==> src/rtl/uart_frame_parser.sv <==
// Deframer for SOF/LEN/payload/CHK packets arriving as byte strobes; releases only
// checksum-clean payloads downstream and keeps saturating frame/drop statistics.
module uart_frame_parser #(
  parameter logic [7:0] SOF_BYTE       = 8'hA5,
  parameter int         MAX_LEN        = 64,
  parameter int         TIMEOUT_CYCLES = 50_000,
  parameter int         CNT_WIDTH      = 16
) (
  input  logic                 clk,
  input  logic                 rst,
  input  logic [7:0]           rx_data,
  input  logic                 rx_valid,
  output logic [7:0]           out_data,
  output logic                 out_valid,
  input  logic                 out_ready,
  output logic                 out_last,
  output logic                 busy,
  output logic [2:0]           state_dbg,
  output logic [CNT_WIDTH-1:0] frame_ok_count,
  output logic [CNT_WIDTH-1:0] frame_err_count,
  output logic [CNT_WIDTH-1:0] drop_count
);

  localparam int IDX_W  = $clog2(MAX_LEN + 1);
  localparam int ADDR_W = (MAX_LEN > 1) ? $clog2(MAX_LEN) : 1;
  localparam int TMO_W  = (TIMEOUT_CYCLES > 1) ? $clog2(TIMEOUT_CYCLES) : 1;

  localparam logic [TMO_W-1:0] TMO_LAST  = TMO_W'(TIMEOUT_CYCLES - 1);
  localparam logic [8:0]       MAX_LEN_9 = 9'(MAX_LEN);

  typedef enum logic [2:0] {
    IDLE    = 3'd0,
    GET_LEN = 3'd1,
    GET_PAY = 3'd2,
    GET_CHK = 3'd3,
    DRAIN   = 3'd4
  } state_t;

  state_t state, next_state;

  logic [8:0]       len;
  logic [7:0]       xor_acc;
  logic [IDX_W-1:0] wr_idx;
  logic [IDX_W-1:0] rd_idx;
  logic [TMO_W-1:0] tmo_cnt;
  logic [7:0]       store [MAX_LEN];

  logic             timed;
  logic             timeout_hit;
  logic [8:0]       len_in;
  logic             len_bad;
  logic             pay_last;
  logic             chk_ok;
  logic             xfer;
  logic             err_evt;
  logic             ok_evt;
  logic             drop_evt;
  logic [IDX_W-1:0] rd_next;
  logic             rd_next_last;

  function automatic logic [CNT_WIDTH-1:0] sat_inc(input logic [CNT_WIDTH-1:0] c);
    return (c == '1) ? c : c + CNT_WIDTH'(1);
  endfunction

  assign timed        = (state == GET_LEN) || (state == GET_PAY) || (state == GET_CHK);
  assign timeout_hit  = timed && !rx_valid && (tmo_cnt == TMO_LAST);
  assign len_in       = {1'b0, rx_data};
  assign len_bad      = (len_in == 9'd0) || (len_in > MAX_LEN_9);
  assign pay_last     = (9'(wr_idx) == len - 9'd1);
  assign xfer         = out_valid && out_ready;
  assign rd_next      = rd_idx + IDX_W'(1);
  assign rd_next_last = (9'(rd_next) == len - 9'd1);

  assign busy      = (state != IDLE);
  assign state_dbg = state;

  // NOTE: sequential state uses non-blocking (<=) so every register samples
  // pre-edge values; blocking (=) here would create order-dependent races.
  always_ff @(posedge clk or posedge rst) begin
    if (rst) state <= IDLE;
    else     state <= next_state;
  end

  // NOTE: every output of this block gets a default first, so no path can
  // leave a signal unassigned and infer a latch.
  always_comb begin
    next_state = state;
    err_evt    = 1'b0;
    ok_evt     = 1'b0;
    drop_evt   = 1'b0;
    chk_ok     = 1'b0;
    unique case (state)
      IDLE: begin
        if (rx_valid && rx_data == SOF_BYTE) next_state = GET_LEN;
      end
      GET_LEN: begin
        if (timeout_hit) begin
          err_evt    = 1'b1;
          next_state = IDLE;
        end else if (rx_valid) begin
          if (len_bad) begin
            err_evt    = 1'b1;
            next_state = IDLE;
          end else begin
            next_state = GET_PAY;
          end
        end
      end
      GET_PAY: begin
        if (timeout_hit) begin
          err_evt    = 1'b1;
          next_state = IDLE;
        end else if (rx_valid && pay_last) begin
          next_state = GET_CHK;
        end
      end
      GET_CHK: begin
        if (timeout_hit) begin
          err_evt    = 1'b1;
          next_state = IDLE;
        end else if (rx_valid) begin
          if (rx_data == xor_acc) begin
            chk_ok     = 1'b1;
            next_state = DRAIN;
          end else begin
            err_evt    = 1'b1;
            next_state = IDLE;
          end
        end
      end
      DRAIN: begin
        drop_evt = rx_valid;
        if (xfer && out_last) begin
          ok_evt     = 1'b1;
          next_state = IDLE;
        end
      end
      default: next_state = IDLE;
    endcase
  end

  // Capture datapath and registered output stage.
  always_ff @(posedge clk or posedge rst) begin
    if (rst) begin
      len             <= '0;
      xor_acc         <= '0;
      wr_idx          <= '0;
      rd_idx          <= '0;
      tmo_cnt         <= '0;
      out_valid       <= 1'b0;
      out_data        <= '0;
      out_last        <= 1'b0;
      frame_ok_count  <= '0;
      frame_err_count <= '0;
      drop_count      <= '0;
    end else begin
      if (!timed || rx_valid || timeout_hit) tmo_cnt <= '0;
      else                                   tmo_cnt <= tmo_cnt + TMO_W'(1);

      unique case (state)
        GET_LEN: begin
          if (rx_valid) begin
            len     <= len_in;
            xor_acc <= rx_data;
            wr_idx  <= '0;
          end
        end
        GET_PAY: begin
          if (rx_valid) begin
            xor_acc <= xor_acc ^ rx_data;
            wr_idx  <= wr_idx + IDX_W'(1);
          end
        end
        GET_CHK: begin
          if (chk_ok) begin
            out_valid <= 1'b1;
            out_data  <= store[0];
            out_last  <= (len == 9'd1);
            rd_idx    <= '0;
          end
        end
        DRAIN: begin
          if (xfer) begin
            if (out_last) begin
              out_valid <= 1'b0;
              out_last  <= 1'b0;
            end else begin
              rd_idx   <= rd_next;
              out_data <= store[rd_next[ADDR_W-1:0]];
              out_last <= rd_next_last;
            end
          end
        end
        default: ;
      endcase

      if (ok_evt)   frame_ok_count  <= sat_inc(frame_ok_count);
      if (err_evt)  frame_err_count <= sat_inc(frame_err_count);
      if (drop_evt) drop_count      <= sat_inc(drop_count);
    end
  end

  // NOTE: the payload store is deliberately not reset; it is always written
  // before it is read, and leaving it out of reset keeps it plain registers/RAM.
  always_ff @(posedge clk) begin
    if (state == GET_PAY && rx_valid) store[wr_idx[ADDR_W-1:0]] <= rx_data;
  end

endmodule

==> config.mk <==
export PLATFORM = sky130hd
export DESIGN_NAME = uart_frame_parser
export DESIGN_NICKNAME = d
export VERILOG_FILES = /design/src/rtl/uart_frame_parser.sv
export SDC_FILE = /design/constraint.sdc
export NUM_CORES = 1
export LEC_CHECK = 0
export CAP_MARGIN = 15
export CORE_UTILIZATION = 55
export DETAILED_ROUTE_END_ITERATION = 7
export PLACE_DENSITY = 0.72
export REMOVE_ABC_BUFFERS = 1
export SKIP_LAST_GASP = 1
export SLEW_MARGIN = 40
export SYNTH_ARGS = -nofsm -noshare
export SYNTH_HDL_FRONTEND = slang
export SYNTH_SLANG_ARGS = --single-unit
==> constraint.sdc <==
create_clock -name clk -period 5.5 [get_ports clk]
set_input_delay 1.65 -clock clk [delete_from_list [all_inputs] [get_ports clk]]
set_output_delay 1.65 -clock clk [all_outputs]
set_load 0.1 [all_outputs]
==> out/results.txt <==
run status: finished, final reports clean
Congestion Overflow GR: 0
DR WL/cell: 27.4 um
relative slew slack: 42.3%
IO Count: 74
vias per cell: 6.38
area share of the largest cell type after synthesis: 60.1%
final period utilization: 78.3%
Seq/Total Area, Yosys: 70.6%
total power: 10.7 mW
GRT Total Usage: 26.8%
P&R area growth vs syn: 12.2%
Synth cell types: 67
DP Wirelength: 38800 um
number of synthesized flops with an enable pin: 512
root buf cell: clkbuf_16
Clock Power Share: 39.3%
footprint of the multi-input gates: 7210 um2
# nets final: 1626
Peak VDD IR: 0.000273 V
CTS Buf Count: 59
pin count of the biggest net entering global routing: 94
CP Cell Sequence: clkdlybuf4s50_1 -> and3b_1 -> nand2b_1 -> nor2_1 -> nand3b_1 -> nor2_1
most common cell in the netlist: edfxtp_1
antenna violations before repair: 3
Synth area leader: edfxtp_1
row cnt: 78
Die Wd: 218 um
Max Freq: 232 MHz
final std cells w/o fill: 2259
Initial DRC Count: 1890
post-CTS sizing: 0
arrival time worst endpoint: 4.56 ns
hold path cells: 1
Final GP Congestion: 0.918
fin crit period: 4.31 ns
drt drc: 0
Cells after Synth: 1518
max incr delay on CP: 0.66 ns
reg2reg end: store[35][5]
CP most frequent cell: nor2_1
Yosys warnings: 0
Reg2Reg Depth: 5
full die area: 47400 um2
commonest cells in the netlist: edfxtp_1, mux4_2, nand2_1
Hold Vio Cnt, Final: 0
Slew Viols, Final: 0
flops & latches, synth: 619
Synth async-reset ratio: 17.3%
Pint: 7.93 mW
Primary FF master, synth: edfxtp_1
IO buf count: 73
CP endpoint kind: flop
layout cell share with drive strength beyond 1: 22.5%
hold path startpoint: drop_count[9]
Worst Tran Pin Value: 0.862 ns
sw frac: 25.7%
drt pass-1 iters: 7
clock latency on the worst-skew pair: 0.65 ns
core area: 45700 um2
Total Wirelength: 61800 um
slowest CP cell: nor2_1
die height: 218 um
CP required: 5.75 ns
crit path launch type: primary input
CTS tree: yes
antenna viol nets, final: 0
cts hold-fix bufs: 0
pwr/cell area: 371 nW/um2
Clock Sinks: 619
CP Max Fanout: 13
Max-Cap Viols: 0
Mapped Area: 25600 um2
average size of a mapped cell: 16.9 um2
Post-CTS Setup Inserts: 0
register-to-register setup slack: 1.99 ns
htree depth: 2
first-pass GRT wire length: 92300 um
Starting Density: 56.0%
fillers: 3213
synth top area cells: edfxtp_1, mux4_2, dfrtp_1, xnor2_1, nand2_1
Final Skew: 0.0394 ns
kind of critical path: in -> reg
setup violators final: 0
P_leak: 9.54 nW
combinational share of power: 10.2%
Flop pwr share: 50.5%
vias in the first global route: 14163
Placed Cells: 2143
Reg clk slew, reported paths: 0.06 ns
Sw Pwr: 2.73 mW
DR vias: 14422
r2r startpoint: state_dbg[1]
WHS Endpoint: drop_count[9]
RSZ-0062 raised after global routing: no
Register Area: 18100 um2
CTS max path bufs: 3
Hold WC Path Type: reg -> reg
## cells by family after synthesis
| kind of cell | share of synthesized area, % |
|---|---|
| and+or+nand+nor | 8.66 |
| buffers and inverters | 1.48 |
| DFF | 70.6 |
| AOI/OAI and AO/OA | 2.61 |
| adders and majority gates | 0.391 |
| xor gates and xnor gates | 3.18 |
| muxes | 13.1 |
## registers in the layout, summed over array words and instances (netlist names), 7 cells and up
signal	cells
xor_acc	8
tmo_cnt	16
out_data	8
wr_idx	7
rd_idx	7
len	8
drop_count	16
frame_err_count	16
store	512
frame_ok_count	16
## area by class of cell
cell class | instances | area share [%]
diodes | 2 | 0.0174
clock buffers | 69 | 5.45
clock inverters | 43 | 1.56
inverters | 7 | 0.100
multi-input cells | 820 | 25.1
flip-flops and latches | 619 | 62.9
well taps | 600 | 2.61
repair buffers | 99 | 2.27
## cell usage in the layout (no fill, tap or decap), drive strengths merged, types with 30 or more instances in the layout
cell,count
nor2,131
edfxtp,512
nand4,30
dfrtp,107
nand2,135
mux4,137
buf,96
xnor2,66
clkbuf,69
nand3,66
## how the worst max path moves through the flow
stage          startpoint           end  slack, ns  cells past startpoint
6_report         rx_valid  store[35][5]       1.19                      6
5_1_grt          rx_valid  store[32][6]       0.98                      6
4_1_cts          rx_valid  store[33][2]       1.26                      6
3_5_place_dp     rx_valid  store[33][6]       0.62                      6
3_3_place_gp     rx_valid  store[38][3]       0.76                      6
2_1_floorplan   rd_idx[0]   out_data[4]      -4.04                      6
## critical path: cells and delay by family
kind,cells,cell delay [ns]
buffers and inverters,1,0.58
and+or+nand+nor,5,2.31
## metal layers
metal  track usage (%)  wire [um]  up-vias
li1                  -          -     6097
met1              38.5      24800     7333
met2              39.5      27800      863
met3              6.64       6500      127
met4              11.4       2700        2
met5                 0         16        -
## power by group through the flow
| stage | Combinational (mW) | Clock (mW) | Sequential (mW) |
|---|---|---|---|
| 2_1_floorplan | 0.607 | 0 | 5.63 |
| 3_3_place_gp | 1.10 | 0 | 5.47 |
| 3_5_place_dp | 1.09 | 0 | 5.48 |
| 4_1_cts | 1.09 | 4.22 | 5.38 |
| 5_1_grt | 1.19 | 4.40 | 5.41 |
| 6_report | 1.09 | 4.19 | 5.38 |
## metrics by stage
stage,hold WS [ns],setup TNS (ns),area (um2),utilization (%),setup WS (ns)
after global placement,0.475,0,26900,58.9,0.764
after global routing,0.510,0,28700,62.9,0.983
after detailed placement,0.481,0,26600,58.3,0.616
after floorplan,0.469,-41.37,25200,-,-4.04
after CTS,0.491,0,28700,62.7,1.26
final,0.488,0,28700,62.9,1.19
No activity file was read; power rests on OpenSTA's default activity.
